[src/rtl/adc_pkg.sv]
// Constants and state type shared by the ADC SPI master and the responder model.
package adc_pkg;

    localparam int ADC_DATA_W     = 12;
    localparam int ADC_NUM_CH     = 8;
    localparam int ADC_ADDR_W     = 3;
    localparam int ADC_FRAME_BITS = 16;
    localparam int ADC_LEAD_ZEROS = 4;

    typedef enum logic {
        IDLE,
        SHIFT
    } adc_state_t;

endpackage

[src/rtl/sync_edge.sv]
// Multi-flop synchronizer for one asynchronous input, followed by an edge-detect
// register that produces one-cycle rise/fall pulses.
module sync_edge #(
    parameter int SYNC_STAGES = 2
) (
    input  logic clk,
    input  logic rst,
    input  logic d,
    output logic level,
    output logic rise,
    output logic fall
);

    logic [SYNC_STAGES-1:0] sync_q;
    logic                   prev_q;

    always_ff @(posedge clk or posedge rst) begin
        if (rst) begin
            sync_q <= '0;
            prev_q <= 1'b0;
        end else begin
            sync_q[0] <= d;
            for (int unsigned i = 1; i < SYNC_STAGES; i++) begin
                sync_q[i] <= sync_q[i-1];
            end
            prev_q <= sync_q[SYNC_STAGES-1];
        end
    end

    assign level = sync_q[SYNC_STAGES-1];
    assign rise  = level & ~prev_q;
    assign fall  = ~level & prev_q;

endmodule

[src/rtl/adc_spi_responder.sv]
// Responder end of the serial ADC link: decodes the channel address on ADC_DIN and
// returns {leading zeros, sample} frames on ADC_DOUT, MSB first.
module adc_spi_responder
    import adc_pkg::*;
#(
    parameter int DATA_W      = ADC_DATA_W,
    parameter int NUM_CH      = ADC_NUM_CH,
    parameter int ADDR_W      = ADC_ADDR_W,
    parameter int FRAME_BITS  = ADC_FRAME_BITS,
    parameter int SYNC_STAGES = 2
) (
    input  logic                     CLOCK,
    input  logic                     RESET,
    input  logic                     ADC_SCLK,
    input  logic                     ADC_CS_N,
    input  logic                     ADC_DIN,
    input  logic [NUM_CH*DATA_W-1:0] CH_DATA,
    output logic                     ADC_DOUT,
    output logic                     ADC_DOUT_OE,
    output logic [ADDR_W-1:0]        CUR_CH,
    output logic [ADDR_W-1:0]        NEXT_CH,
    output logic                     FRAME_DONE,
    output logic                     FRAME_ERR
);

    localparam int CNT_W = $clog2(FRAME_BITS) + 1;
    localparam int SC_W  = $clog2(FRAME_BITS);
    localparam logic [CNT_W-1:0] RISE_LAST  = CNT_W'(FRAME_BITS);
    localparam logic [SC_W-1:0]  SHIFT_LAST = SC_W'(FRAME_BITS - 1);
    localparam int unsigned ADDR_FIRST_RISE = 3;

    logic sclk_lvl, sclk_rise, sclk_fall;
    logic cs_lvl, cs_rise, cs_fall;
    logic din_lvl, din_rise, din_fall;
    logic [2:0] sync_unused;

    sync_edge #(.SYNC_STAGES(SYNC_STAGES)) u_sync_sclk (
        .clk(CLOCK), .rst(RESET), .d(ADC_SCLK),
        .level(sclk_lvl), .rise(sclk_rise), .fall(sclk_fall)
    );

    sync_edge #(.SYNC_STAGES(SYNC_STAGES)) u_sync_cs (
        .clk(CLOCK), .rst(RESET), .d(ADC_CS_N),
        .level(cs_lvl), .rise(cs_rise), .fall(cs_fall)
    );

    sync_edge #(.SYNC_STAGES(SYNC_STAGES)) u_sync_din (
        .clk(CLOCK), .rst(RESET), .d(ADC_DIN),
        .level(din_lvl), .rise(din_rise), .fall(din_fall)
    );

    assign sync_unused = {sclk_lvl, din_rise, din_fall};

    adc_state_t             state_q, state_d;
    logic [FRAME_BITS-1:0]  sr_q, sr_d;
    logic [CNT_W-1:0]       rc_q, rc_d, rc_n;
    logic [SC_W-1:0]        sc_q, sc_d;
    logic                   skip_q, skip_d;
    logic [ADDR_W-1:0]      addr_q, addr_d;
    logic [ADDR_W-1:0]      cur_q, cur_d;
    logic [ADDR_W-1:0]      next_q, next_d;
    logic                   done_q, done_d;
    logic                   err_q, err_d;

    // Channels beyond NUM_CH read as zero.
    function automatic logic [FRAME_BITS-1:0] frame_word(
        input logic [NUM_CH*DATA_W-1:0] bus,
        input logic [ADDR_W-1:0]        idx
    );
        logic [DATA_W-1:0] s;
        s = '0;
        for (int unsigned i = 0; i < NUM_CH; i++) begin
            if (32'(idx) == i) s = bus[i*DATA_W +: DATA_W];
        end
        return {{(FRAME_BITS-DATA_W){1'b0}}, s};
    endfunction

    always_ff @(posedge CLOCK or posedge RESET) begin
        if (RESET) begin
            state_q <= IDLE;
            sr_q    <= '0;
            rc_q    <= '0;
            sc_q    <= '0;
            skip_q  <= 1'b0;
            addr_q  <= '0;
            cur_q   <= '0;
            next_q  <= '0;
            done_q  <= 1'b0;
            err_q   <= 1'b0;
        end else begin
            state_q <= state_d;
            sr_q    <= sr_d;
            rc_q    <= rc_d;
            sc_q    <= sc_d;
            skip_q  <= skip_d;
            addr_q  <= addr_d;
            cur_q   <= cur_d;
            next_q  <= next_d;
            done_q  <= done_d;
            err_q   <= err_d;
        end
    end

    always_comb begin
        state_d = state_q;
        sr_d    = sr_q;
        rc_d    = rc_q;
        rc_n    = rc_q;
        sc_d    = sc_q;
        skip_d  = skip_q;
        addr_d  = addr_q;
        cur_d   = cur_q;
        next_d  = next_q;
        done_d  = 1'b0;
        err_d   = 1'b0;

        case (state_q)
            IDLE: begin
                if (cs_fall) begin
                    state_d = SHIFT;
                    sr_d    = frame_word(CH_DATA, next_q);
                    cur_d   = next_q;
                    rc_d    = '0;
                    sc_d    = '0;
                    skip_d  = 1'b0;
                end
            end
            SHIFT: begin
                if (sclk_fall) begin
                    if (skip_q) begin
                        skip_d = 1'b0;
                    end else if (sc_q != SHIFT_LAST) begin
                        sr_d = {sr_q[FRAME_BITS-2:0], 1'b0};
                        sc_d = sc_q + SC_W'(1);
                    end
                end
                if (sclk_rise) begin
                    if (rc_q != RISE_LAST) rc_n = rc_q + CNT_W'(1);
                    rc_d = rc_n;
                    for (int unsigned i = 0; i < ADDR_W; i++) begin
                        if (rc_n == CNT_W'(ADDR_FIRST_RISE + i)) addr_d[ADDR_W-1-i] = din_lvl;
                    end
                    // Completion wins over a coincident CS_N rise; only a held CS_N reloads.
                    if (rc_n == RISE_LAST && rc_q != RISE_LAST) begin
                        next_d = addr_d;
                        done_d = 1'b1;
                        if (!cs_lvl) begin
                            sr_d   = frame_word(CH_DATA, addr_d);
                            cur_d  = addr_d;
                            rc_d   = '0;
                            sc_d   = '0;
                            skip_d = 1'b1;
                        end
                    end
                end
                if (cs_rise) begin
                    state_d = IDLE;
                    if (rc_n != '0 && rc_n != RISE_LAST) err_d = 1'b1;
                end
            end
            default: state_d = IDLE;
        endcase
    end

    assign ADC_DOUT    = sr_q[FRAME_BITS-1];
    assign ADC_DOUT_OE = (state_q == SHIFT);
    assign CUR_CH      = cur_q;
    assign NEXT_CH     = next_q;
    assign FRAME_DONE  = done_q;
    assign FRAME_ERR   = err_q;

endmodule
[config.mk]
export PLATFORM = sky130hd
export DESIGN_NAME = adc_spi_responder
export DESIGN_NICKNAME = d
export VERILOG_FILES = /design/src/rtl/adc_pkg.sv /design/src/rtl/sync_edge.sv /design/src/rtl/adc_spi_responder.sv
export SDC_FILE = /design/constraint.sdc
export NUM_CORES = 1
export LEC_CHECK = 0
export ABC_AREA = 0
export BUFFER_PORTS_ARGS = -buffer_cell sky130_fd_sc_hd__buf_2
export CAP_MARGIN = 30
export CORE_MARGIN = 2
export CORE_UTILIZATION = 41
export CTS_BUF_LIST = sky130_fd_sc_hd__clkbuf_4 sky130_fd_sc_hd__clkbuf_8 sky130_fd_sc_hd__clkbuf_16
export DETAILED_ROUTE_END_ITERATION = 7
export GPL_TIMING_DRIVEN = 1
export PLACE_DENSITY_LB_ADDON = 0.05
export REMOVE_ABC_BUFFERS = 1
export SLEW_MARGIN = 25
export SYNTH_ARGS = -nofsm -noshare
export SYNTH_HDL_FRONTEND = slang
export SYNTH_SLANG_ARGS = --single-unit
[constraint.sdc]
create_clock -name CLOCK -period 2.5 [get_ports CLOCK]
set_input_delay 0.5 -clock CLOCK [delete_from_list [all_inputs] [get_ports CLOCK]]
set_output_delay 0.5 -clock CLOCK [all_outputs]
set_load 0.02 [all_outputs]
### Word-level counts from Yosys, hierarchy flattened

Cells that the tools add are included.

| cells by class | value |
|---|---|
| $add $sub $neg | 2 |
| equality and inequality tests | 25 |
| multiplexer cells | 71 |
| bitwise gates (word level) | 9 |
| reductions and logical operators | 9 |

Operators by type and width:

| cell | count |
|---|---|
| $mux 12 | 16 |
| $mux 16 | 7 |
| $mux 5 | 9 |
| $pmux 16 s2 | 1 |
| $mux 4 | 7 |
| $eq 3x3->1 const B | 8 |
| $mux 1 | 22 |
| $eq 3x2->1 const B | 4 |
| $mux 3 | 4 |
| $eq 5x3->1 const B | 2 |
| $ne 5x5->1 const B | 2 |
| $pmux 5 s2 | 1 |
| $pmux 4 s2 | 1 |
| $eq 3x1->1 const B | 2 |
| $logic_not 3->1 | 2 |
| $ne 2x2->1 const B | 3 |
| $pmux 3 s2 | 1 |
| $add 5x1->5 const B | 1 |
| $eq 5x2->1 const B | 1 |
| $eq 5x5->1 const B | 1 |
| $not 1->1 | 5 |
| $reduce_bool 5->1 | 1 |
| $add 4x1->4 const B | 1 |
| $and 1x1->1 | 4 |
| other kinds (7) | 10 |

| word-level totals | value |
|---|---|
| bits in registers | 46 |
| output and inout bits | 10 |
| word-level logic and storage cells | 131 |

### Depth between registers and ports, before layout

Gate-level depths: netlist of run 1.

| logic depth | value |
|---|---|
| depth after elaboration | 21 |
| gate-level depth with buffers | 11 |

### Hierarchy

A second synthesis of run 1 with hierarchy kept.

| unflattened totals | value |
|---|---|
| cells, all modules | 502 |
| area, all modules | 4465.5 sq um |

By module, submodules not included:

| module | times used | cells each | area each (sq um) | sequential area each (sq um) |
|---|---|---|---|---|
| adc_spi_responder | 1 | 484 | 4184.0 | 950.9 |
| sync_edge | 3 | 6 | 93.8 | 75.1 |

### Worst setup path after synthesis of run 1

OpenSTA, ideal clock, no wires.

| timing path | value |
|---|---|
| path kind | reg-to-reg |
| start | reg rc_q[0] |
| end | reg sr_q[1] |
| setup time | 0.082 ns |
| arrival | 2.291 ns |
| required time | 2.418 ns |
| slack | 0.127 ns |
| stages on the path, launching flop included | 11 |
| buffers on the path | 1 |
| clock period less this slack | 2.373 ns |
| path through | dfrtp_1 -> inv_1 -> ha_1 -> nand4bb_4 -> and2_4 -> and4b_2 -> mux2i_4 -> buf_4 -> mux2i_1 -> o22ai_1 -> a31oi_1 |

| on the way | value |
|---|---|
| cells in the longest elaborated chain, start to end | 21 |
| elaborated cells between the ends (all ways) | 39 |
| those cells by class | add/sub (1); eq/ne (12); mux (24); reduce/logical (2) |

RTL lines:

| element | RTL line | source |
|---|---|---|
| start, declared | adc_spi_responder.sv:56 | `logic [CNT_W-1:0] rc_q, rc_d, rc_n;` |
| start signal, assigned | adc_spi_responder.sv:93 | `rc_q <= rc_d;` |
| $add 5x1->5 / $ne 5x5->1 (equally long branches) | adc_spi_responder.sv:138, adc_spi_responder.sv:144 |  |
| $mux 5 | adc_spi_responder.sv:138 | `if (rc_q != RISE_LAST) rc_n = rc_q + CNT_W'(1);` |
| $mux 5 | adc_spi_responder.sv:137 | `if (sclk_rise) begin` |
| $mux 5 | adc_spi_responder.sv:117 | `case (state_q)` |
| $eq 5x3->1 / $eq 5x2->1 (equally long branches) | adc_spi_responder.sv:141 | `if (rc_n == CNT_W'(ADDR_FIRST_RISE + i)) addr_d[ADDR_W-1-i] = din_lvl;` |
| $mux 1 | adc_spi_responder.sv:141 |  |
| $mux 1 | adc_spi_responder.sv:137 |  |
| $mux 1 | adc_spi_responder.sv:117 |  |
| $logic_not 3->1 | adc_spi_responder.sv:73 | `if (32'(idx) == i) s = bus[i*DATA_W +: DATA_W];` |
| $mux 12 (8 in series) | adc_spi_responder.sv:73 |  |
| $mux 16 | adc_spi_responder.sv:147 | `if (!cs_lvl) begin` |
| $mux 16 * | adc_spi_responder.sv:144 | `if (rc_n == RISE_LAST && rc_q != RISE_LAST) begin` |
| $mux 16 * | adc_spi_responder.sv:137 |  |
| $pmux 16 s2 * | adc_spi_responder.sv:117 |  |
| end signal, assigned | adc_spi_responder.sv:92 | `sr_q <= sr_d;` |
| end, declared | adc_spi_responder.sv:55 | `logic [FRAME_BITS-1:0] sr_q, sr_d;` |

Every way passes the cells marked *; elsewhere a longest branch is shown, timed or not. The select of a mux whose other input is x is not followed.
A chain may end at the register's enable or synchronous reset.

### Final worst setup path of run 1

| timing path | value |
|---|---|
| start | reg rc_q[0] |
| end | reg sr_q[5] |

Same word-level chain as after synthesis.

==> flow_summary_export.csv, run 1 <==
group,metric,value,unit
final_layout,final_cell_area,5150,um^2
power,power,3.99,mW
floorplan,die_w,102,um
global_routing,grt_max_degree,28,
placed_design,place_hpwl,10300,um
final_layout,multi_input_area,2760,um^2
timing,fin_worst_skew,0.0124,ns
route,wire_per_inst,19.1,um
power,swShare,41.5,%
timing,relSlewSlack,64.4,%
route,dr.pass1.iters,5,
clock_tree,cts_max_level,2,
critical_path,critPathMaxFanout,6,
placed_design,pre_cts_slack,-0.00402,ns
yosys,ys_seq_area_share,29.1,%
power,power.density,775,nW/um^2
clock_tree,clockRootBuffer,"clkbuf_8",
yosys,synth_area,3950,um^2
route,drtAntennaViolNets,0,
route,vias_per_cell,5.97,
yosys,synth_edf_count,0,
floorplan,core_area,9280,um^2
power,power_frac_seq,25.6,%
critical_path,path_delay_family,"simple AND/OR/NAND/NOR gates",
yosys,yosysWarningCount,0,
yosys,yosys-top-cells-area,"dfrtp_1, mux2i_1, mux4_2",
final_layout,area_delta_synth_final,30.2,%
timing,setup_tns,0,ns
power,pwr-share-clk,14.7,%
placed_design,gp_congestion,0.865,
critical_path,r2r_slack,0.09,ns
power,p_int,2.33,mW
timing,fin_ws,0.0877,ns
final_layout,antennaDiodeCount,0,
yosys,synth_cells,432,
clock_tree,path_clk_slew,0.10,ns
yosys,netlist.top_cell.by_area,"dfrtp_1",
critical_path,path_class,"reg2reg",
clock_tree,cts_hold_buf,0,
yosys,syn-mean-instance-area,9.15,um^2
critical_path,r2r_end,"sr_q[5]",
route,wl,13300,um
timing,setup_viol,0,
timing,slew_violations,0,
timing,worst_pin_slew,0.529,ns
floorplan,io_pins,111,
critical_path,worst_ep_required_time,2.69,ns
power,p_comb_share,59.7,%
critical_path,r2r_start,"rc_q[0]",
final_layout,post-route-util,55.4,%
critical_path,ff2ff_path_depth,10,
floorplan,num_rows,35,
clock_tree,clock_latency,0.30,ns
route,drc,0,
critical_path,slowest_delay,0.46,ns
global_routing,met3_usage,3.01,%
final_layout,seqCellArea,1150,um^2
critical_path,cp-start-kind,"flip-flop",
timing,hold_violations,0,
yosys,synth.distinct_cells,64,
floorplan,start_util,42.6,%
global_routing,use_met2,42.0,%
power,leakage,2.25,nW
route,vias,4141,
yosys,ys_ff_latch,46,
route,drtIter0Drc,309,
hold_path,hold_class,"in2async",
global_routing,met1_usage,36.7,%
final_layout,drive_gt1_share,42.1,%
placed_design,dp.cells,685,
global_routing,gr-max-usage-layer,"met2",
timing,fin_crit,2.41,ns
final_layout,fillers,887,
critical_path,crit_chain,"inv_2 -> ha_4 -> nand4bb_4 -> and2_4 -> and4b_2 -> mux2i_4 -> nor3_4 -> buf_4 -> a221oi_2 -> a31oi_1",
critical_path,crit_path_end_kind,"flip-flop",
timing,max_freq,415,MHz
placed_design,portBuffers,110,
flow_run,drv_cap,0,
floorplan,die-area,10400,um^2
global_routing,grt_pass1_wl,21000,um
timing,rsz0062_at_grt,"yes",
global_routing,antenna_found_initial,0,
clock_tree,cts_buffers,5,
power,power_switching,1.65,mW
placed_design,place_area,4890,um^2
floorplan,die_h,102,um
yosys,synth_ff_type,"dfrtp_1",
timing,timing.final.crit_share,96.5,%
final_layout,stdcell_count,694,
global_routing,grt-ovfl-total,0,
critical_path,worstPathArrival,2.60,ns
yosys,synth_top_area_share,29.1,%
status,status,"finished clean",
yosys,ys_async_sr_fraction,100,%
clock_tree,clock_sinks,46,
global_routing,grt_pass1_vias,4004,
critical_path,cpMaxStageDelayCell,"dfrtp_2",
critical_path,cp.buffers_inverters,2,
power,peakVddDrop,0.000378,V
final_layout,nNetsFinal,669,
global_routing,track_usage,25.7,%
clock_tree,clk_path_buf_depth,2,
timing,timing.hold.ws,0.207,ns
clock_tree,cts_tree,"built",
[Yosys cell counts, types with 5 or more instances]
cell type	instances
o22ai_1	9
a221o_1	6
clkbuf_1	11
nor2_1	33
a221oi_1	9
mux4_2	12
mux2_2	23
inv_1	8
mux2i_1	29
o2bb2ai_1	5
a21oi_1	27
and3_1	5
buf_2	10
a22o_1	11
o22a_1	5
nand3_1	19
nand2_1	41
a31oi_1	9
dfrtp_1	46
o21ai_0	27
and2_1	5
[flip-flops by register name, summed over array words and instances, names as in the netlist]
name and flops:
sr_q 16, u_sync_cs.sync_q 2, FRAME_ERR 1, skip_q 1, NEXT_CH 3, u_sync_sclk.sync_q 2, sc_q 4, u_sync_cs.prev_q 1
u_sync_sclk.prev_q 1, addr_q 3, CUR_CH 3, ADC_DOUT_OE 1, FRAME_DONE 1, u_sync_din.sync_q 2, rc_q 5
[final cells by class]
cell class / instances / share of cell area [%]
clock buffer: 6 / 1.48
clock inverter: 2 / 0.729
inverter: 9 / 0.656
multi-input combinational: 349 / 53.5
sequential: 46 / 22.4
tap: 129 / 3.14
timing repair buffer: 153 / 18.0
[per-layer routing]
layer	part of all wire, %	routed length (um)
met1	46	6060
met2	47	6260
met5	0	0
met3	5.8	769
met4	1.4	183
[worst max path at each step]
| stage | slack [ns] | startpoint | depth (start not counted) | to |
|---|---|---|---|---|
| 6_report | 0.09 | rc_q[0] | 10 | sr_q[5] |
| 2_1_floorplan | -0.25 | rc_q[0] | 9 | sr_q[11] |
| 3_5_place_dp | -0.004 | rc_q[0] | 10 | sr_q[9] |
| 3_3_place_gp | 0.05 | rc_q[0] | 10 | sr_q[9] |
| 5_1_grt | -0.06 | rc_q[1] | 9 | sr_q[5] |
| 4_1_cts | 0.002 | rc_q[0] | 11 | sr_q[10] |
[kinds of logic (layout without fill, tap and decap cells)]
family / Yosys count / in the layout / share of synthesized area (%)
mux: 65 / 65 / 21.3
buf+inv: 37 / 170 / 4.49
flops: 46 / 46 / 29.1
simple gates: 130 / 130 / 16.8
xor+xnor: 7 / 7 / 1.74
compound gates: 143 / 143 / 25.3
fa+ha+maj: 4 / 4 / 1.27
[cell usage in the layout, fill, tap and decap left out, types with 5 or more instances in the layout]
| cell type | n |
|---|---|
| and2_1 | 5 |
| nor2_1 | 32 |
| mux2_2 | 21 |
| buf_4 | 38 |
| clkbuf_8 | 5 |
| o21ai_0 | 27 |
| a21oi_1 | 27 |
| o22a_1 | 5 |
| o2bb2ai_1 | 5 |
| dfrtp_1 | 43 |
| a22o_1 | 11 |
| a31oi_1 | 9 |
| mux4_2 | 12 |
| a221oi_2 | 6 |
| nand3_1 | 19 |
| o22ai_1 | 9 |
| mux2i_1 | 29 |
| inv_1 | 5 |
| a221o_1 | 6 |
| nand2_1 | 41 |
| buf_2 | 110 |
[repair_timing]
item / CTS / global route
endpoints found under the setup margin: 3 / 15
resized for setup: 2 / 27
pin swaps: 0 / 3
gates cloned: 0 / 0
buffers inserted: 0 / 1
hold endpoints to repair: 0 / 0
[power groups by stage]
stage / sequential, mW / combinational [mW] / clock, mW
floorplan: 1.02 / 1.33 / 0
global placement: 1.01 / 2.20 / 0
finish: 1.02 / 2.38 / 0.585
CTS: 0.997 / 2.24 / 0.596
detailed placement: 1.01 / 2.22 / 0
global route: 1.04 / 2.57 / 0.629
(Power assumes the default switching activity.)
==> run 2: changes to the inputs <==
--- a/config.mk
+++ b/config.mk
@@ -13,7 +13,7 @@
 export CTS_BUF_LIST = sky130_fd_sc_hd__clkbuf_4 sky130_fd_sc_hd__clkbuf_8 sky130_fd_sc_hd__clkbuf_16
 export DETAILED_ROUTE_END_ITERATION = 7
 export GPL_TIMING_DRIVEN = 1
-export PLACE_DENSITY_LB_ADDON = 0.05
+export PLACE_DENSITY = 0.68
 export REMOVE_ABC_BUFFERS = 1
 export SLEW_MARGIN = 25
 export SYNTH_ARGS = -nofsm -noshare
==> flow_summary_export.csv, run 2 (synthesized netlist as in run 1, its figures left out) <==
group,metric,value,unit
placed_design,pre_cts_slack,-0.00246,ns
critical_path,worstPathArrival,2.62,ns
status,status,"finished clean",
route,drtAntennaViolNets,0,
clock_tree,cts_buffers,5,
critical_path,r2r_slack,0.06,ns
clock_tree,clock_sinks,46,
final_layout,fillers,880,
final_layout,largest_reg_flops,16,
floorplan,start_util,42.6,%
floorplan,io_pins,111,
critical_path,cpMaxStageDelayCell,"dfrtp_2",
timing,fin_worst_skew,0.0146,ns
timing,slew_violations,0,
final_layout,drive_gt1_share,41.3,%
clock_tree,cts_hold_buf,0,
critical_path,r2r_end,"sr_q[11]",
critical_path,path_class,"reg2reg",
final_layout,layout_common_cells,"buf_2, dfrtp_1, nand2_1, buf_4, nor2_1",
route,wl,13000,um
route,vias,4146,
timing,setup_viol,0,
floorplan,die_h,102,um
timing,relSlewSlack,56.5,%
placed_design,gp_congestion,0.913,
critical_path,cpMostUsedCell,"buf_4",
timing,fin_crit,2.44,ns
global_routing,antenna_found_initial,0,
floorplan,num_rows,35,
final_layout,antennaDiodeCount,0,
critical_path,cp-start-kind,"flip-flop",
route,drc,0,
critical_path,worst_ep_required_time,2.67,ns
timing,hold_violations,0,
critical_path,critPathMaxFanout,8,
timing,timing.final.crit_share,97.7,%
route,dr.pass1.iters,5,
critical_path,crit_path_end_kind,"flip-flop",
route,vias_per_cell,5.98,
route,wire_per_inst,18.7,um
clock_tree,cts_tree,"built",
critical_path,r2r_start,"rc_q[0]",
final_layout,nNetsFinal,668,
floorplan,die_w,102,um
floorplan,die-area,10400,um^2
timing,worst_pin_slew,0.652,ns
route,drtIter0Drc,286,
clock_tree,clk_path_buf_depth,2,
final_layout,multi_input_area,2720,um^2
clock_tree,path_clk_slew,0.10,ns
placed_design,place_hpwl,10100,um
placed_design,portBuffers,110,
power,power.density,761,nW/um^2
final_layout,mostFrequentLayoutCell,"buf_2",
power,leakage,2.22,nW
clock_tree,clockRootBuffer,"clkbuf_8",
final_layout,area_delta_synth_final,28.2,%
final_layout,post-route-util,54.6,%
critical_path,crit_chain,"buf_4 -> nand3_1 -> xor2_1 -> and4b_2 -> mux2_2 -> buf_4 -> o21ai_0 -> a31oi_1",
global_routing,grt_pass1_wl,20600,um
final_layout,registers.top_by_ff_count,"sr_q",
timing,max_freq,410,MHz
timing,setup_tns,0,ns
clock_tree,clock_latency,0.30,ns
global_routing,grt-ovfl-total,0,
power,peakVddDrop,0.000373,V
final_layout,seqCellArea,1150,um^2
clock_tree,cts_max_level,2,
global_routing,track_usage,24.8,%
flow_run,drv_cap,0,
global_routing,grt_max_degree,32,
floorplan,core_area,9280,um^2
hold_path,hold_class,"in2async",
timing,fin_ws,0.0583,ns
final_layout,top_regs,"sr_q (16), rc_q (5), sc_q (4)",
global_routing,grt_pass1_vias,4150,
timing,rsz0062_at_grt,"yes",
critical_path,slowest_delay,0.46,ns
critical_path,ff2ff_path_depth,8,
run 2: repair_timing:
item	CTS	global route
resized for setup	2	20
endpoints found under the setup margin	4	15
endpoints found under the hold margin	0	0
buffers inserted	0	1
pin swaps	0	1
run 2: worst max-delay path: cells and delay by family, from the launching register on:
| kind | cells | cell delay [ns] |
|---|---|---|
| multiplexers | 1 | 0.44 |
| AO/OA/AOI/OAI | 2 | 0.29 |
| XOR/XNOR | 1 | 0.32 |
| AND/OR/NAND/NOR | 2 | 0.46 |
| buffers and inverters | 2 | 0.35 |
| flip-flops | 1 | 0.46 |
run 2: through the flow:
| step | instances | area [um^2] | hold WS (ns) | power [mW] |
|---|---|---|---|---|
| after floorplan | 404 | 3810 | 0.331 | 2.35 |
| after global placement | 684 | 4870 | 0.337 | 3.20 |
| after detailed placement | 684 | 4870 | 0.342 | 3.22 |
| after CTS | 692 | 4960 | 0.292 | 3.72 |
| after global routing | 693 | 5070 | 0.266 | 4.09 |
| final | 693 | 5070 | 0.235 | 3.85 |
run 2: worst max-delay path by stage:
stage | from | to | slack [ns] | cells after the start
after global placement | rc_q[0] | sr_q[5] | 0.06 | 10
after CTS | rc_q[0] | sr_q[0] | 0.01 | 10
after global routing | rc_q[0] | sr_q[11] | -0.04 | 9
final | rc_q[0] | sr_q[11] | 0.06 | 8
after detailed placement | rc_q[0] | sr_q[5] | -0.002 | 10
after floorplan | rc_q[0] | sr_q[11] | -0.25 | 9
run 2: report_power, final:
group | switching (mW) | internal [mW]
logic | 1.21 | 1.16
clock network | 0.284 | 0.201
registers | 0.136 | 0.872
total | 1.63 | 2.23
run 2: final cells by class:
cell class / count / share of cell area, %
Clock buffer: 5 / 1.36
Multi-Input combinational cell: 349 / 53.6
Timing Repair Buffer: 152 / 17.9
Clock inverter: 3 / 0.469
Tap cell: 129 / 3.18
Sequential cell: 46 / 22.8
Inverter: 9 / 0.667
run 2: routing by layer:
metal / wire length [um] / global-route usage (%) / vias up
met4: 246 / 7.90 / 0
met2: 6370 / 41.2 / 170
li1: - / - / 1928
met5: 0 / 0 / -
met1: 5670 / 34.0 / 2027
met3: 710 / 2.94 / 21
==> run 3: changes to the inputs <==
--- a/config.mk
+++ b/config.mk
@@ -5,7 +5,7 @@
 export SDC_FILE = /design/constraint.sdc
 export NUM_CORES = 1
 export LEC_CHECK = 0
-export ABC_AREA = 0
+export ABC_AREA = 1
 export BUFFER_PORTS_ARGS = -buffer_cell sky130_fd_sc_hd__buf_2
 export CAP_MARGIN = 30
 export CORE_MARGIN = 2
@@ -13,7 +13,7 @@
 export CTS_BUF_LIST = sky130_fd_sc_hd__clkbuf_4 sky130_fd_sc_hd__clkbuf_8 sky130_fd_sc_hd__clkbuf_16
 export DETAILED_ROUTE_END_ITERATION = 7
 export GPL_TIMING_DRIVEN = 1
-export PLACE_DENSITY = 0.68
+export PLACE_DENSITY = 0.67
 export REMOVE_ABC_BUFFERS = 1
 export SLEW_MARGIN = 25
 export SYNTH_ARGS = -nofsm -noshare
==> flow_summary_export.csv, run 3 <==
group,metric,value,unit
yosys,synth_top_area_share,27.8,%
yosys,ys_async_sr_fraction,100,%
yosys,synth_cells,635,
floorplan,io_pins,111,
clock_tree,clock_sinks,46,
yosys,synth_area,4140,um^2
route,highest_layer,"met4",
critical_path,worstPathArrival,2.69,ns
critical_path,worst_ep_required_time,2.69,ns
route,vias_per_cell,5.66,
timing,rsz0062_at_grt,"yes",
yosys,synth.distinct_cells,39,
yosys,netlist.top_cell.by_area,"dfrtp_1",
clock_tree,path_clk_slew,0.10,ns
placed_design,dp.cells,877,
route,route.met2.wl,7280,um
yosys,yosys-top-cells-area,"dfrtp_1, nand2_1, nand4_1",
timing,setup_tns,-0.00325,ns
power,leakage,2.76,nW
yosys,ys_seq_area_share,27.8,%
floorplan,core_area,9770,um^2
clock_tree,clock_latency,0.30,ns
final_layout,post-route-util,56.4,%
critical_path,critPathMaxFanout,17,
critical_path,path_class,"reg2reg",
power,peakVddDrop,0.000306,V
yosys,yosys-top-cells-count,"nand2_1, inv_1, nand4_1",
critical_path,crit_path_end_kind,"flip-flop",
clock_tree,cts_tree,"built",
clock_tree,cts_buffers,5,
clock_tree,clk_path_buf_depth,2,
route,dr.pass1.iters,7,
floorplan,start_util,42.3,%
clock_tree,cts_max_level,2,
timing,relSlewSlack,57.5,%
clock_tree,clockRootBuffer,"clkbuf_8",
final_layout,nNetsFinal,872,
global_routing,grt_max_degree,47,
final_layout,top_regs,"sr_q (16), rc_q (5), sc_q (4)",
critical_path,cp-startpoint,"rc_q[1]",
timing,slew_violations,0,
timing,setup_viol,1,
hold_path,hold_class,"in2reg",
timing,worst_pin_slew,0.635,ns
route,drc,0,
floorplan,die-area,10900,um^2
route,wire_per_inst,17.2,um
placed_design,pre_cts_slack,-0.0982,ns
power,power.density,683,nW/um^2
global_routing,grt_pass1_vias,4638,
placed_design,portBuffers,110,
yosys,yosysWarningCount,0,
global_routing,track_usage,26.5,%
critical_path,r2r_start,"rc_q[1]",
floorplan,num_rows,36,
final_layout,antennaDiodeCount,0,
yosys,post-synth-top-count-cell,"nand2_1",
floorplan,die_w,104,um
route,met1_length,6780,um
placed_design,gp_congestion,0.965,
final_layout,area_delta_synth_final,33.2,%
final_layout,mostFrequentLayoutCell,"nand2_1",
floorplan,die_h,104,um
status,status,"complete, but fails checks",
hold_path,hp-start,"ADC_DIN",
route,drtIter0Drc,420,
placed_design,place_hpwl,11400,um
critical_path,cp-start-kind,"flip-flop",
yosys,synth_ff_type,"dfrtp_1",
timing,fin_ws,-0.00325,ns
route,drtAntennaViolNets,0,
yosys,syn-mean-instance-area,6.52,um^2
timing,hold_violations,0,
final_layout,layout_common_cells,"nand2_1, buf_2, inv_1, nand4_1, dfrtp_1",
final_layout,stdcell_count,901,
global_routing,grt-ovfl-total,0,
timing,max_freq,399,MHz
yosys,synth_edf_count,0,
flow_run,drv_cap,0,
clock_tree,cts_hold_buf,0,
timing,fin_crit,2.50,ns
timing,fin_worst_skew,0.00807,ns
final_layout,drive_gt1_share,31.8,%
route,wl,15500,um
global_routing,grt_pass1_wl,23700,um
final_layout,largest_reg_flops,16,
yosys,ys_ff_latch,46,
final_layout,registers.top_by_ff_count,"sr_q",
global_routing,antenna_found_initial,0,
timing,timing.final.crit_share,100,%
route,wl_met3,1110,um
route,vias,5099,
status,failed_checks,"setup timing",
run 3: cell count changes in the layout (fill, tap and decap cells not counted), moves of 9 or more:
cell,change
nand2_4,+9
o21ai_0,+15
mux4_2,-12
mux2_2,-19
nand4_1,+56
o21ai_1,+9
mux2i_1,-29
nand2_1,+83
inv_1,+73
nor2_1,+9
a22o_1,-11
nand2_2,+11
nand3_1,+19
run 3: final timing paths:
kind | endpoint | slack, ns | depth (start not counted)
worst max-delay path | sr_q[11] | -0.003 | 16
worst min-delay path | u_sync_din.sync_q[0] | 0.30 | 1
worst max register to register | sr_q[11] | -0.003 | 16
worst min register to register | u_sync_sclk.sync_q[1] | 0.36 | 0
max in group asynchronous | rc_q[0] | 1.72 | 3
min in group asynchronous | u_sync_cs.sync_q[1] | 0.35 | 3
run 3: kinds of logic after synthesis:
family          synth area share, %
simple gates                   37.9
buf+inv                        13.4
xor+xnor                      0.212
mux                           0.816
compound gates                 18.6
flops                          27.8
fa+ha+maj                      1.21
run 3: what timing repair did:
| action | CTS | global route |
|---|---|---|
| resized for setup | 10 | 57 |
| endpoints found under the setup margin | 16 | 24 |
| buffers inserted | 1 | 12 |
| pin swaps | 2 | 29 |
| gates cloned | 0 | 3 |
run 3: worst max-delay path, stage by stage (launching register included):
cell and delay, ns:
dfrtp_1 0.45, buf_6 0.13, buf_4 0.11, nand3_2 0.07
nand2_1 0.09, nand2_2 0.11, nor2_4 0.23, nand2_2 0.10
nand2_2 0.09, nand2_4 0.10, buf_12 0.17, nand4_1 0.09
nand3_1 0.09, o21bai_1 0.23, nand4_1 0.17, nand2_1 0.11
a21oi_2 0.05
run 3: power by group:
group          internal (mW)  switching [mW]  total, mW  leakage (nW)
Combinational          0.976            1.33       2.31          2.12
Sequential             0.867           0.106      0.972         0.593
Clock                  0.209           0.272      0.481        0.0486
run 3: metal layers:
metal  up-vias  GRT usage, %
met2       263          43.0
met5         -             0
met3        34          2.94
met4         0          5.02
met1      2363          38.1
li1       2439             -
run 3: cell type report:
type / count / area, um^2
Inverter: 90 / 340
Multi-Input combinational cell: 462 / 2710
Clock inverter: 2 / 13.8
Timing Repair Buffer: 162 / 1050
Fill cell: 962 / 4260
Sequential cell: 46 / 1150
Clock buffer: 6 / 76.3
Tap cell: 133 / 166
run 3: through the flow:
step | hold WS, ns | cell area (um^2) | power, mW
2_1_floorplan | 0.331 | 3920 | 1.97
3_3_place_gp | 0.334 | 4960 | 2.65
3_5_place_dp | 0.340 | 4960 | 2.67
4_1_cts | 0.296 | 5100 | 3.20
5_1_grt | 0.286 | 5510 | 3.97
6_report | 0.295 | 5510 | 3.76
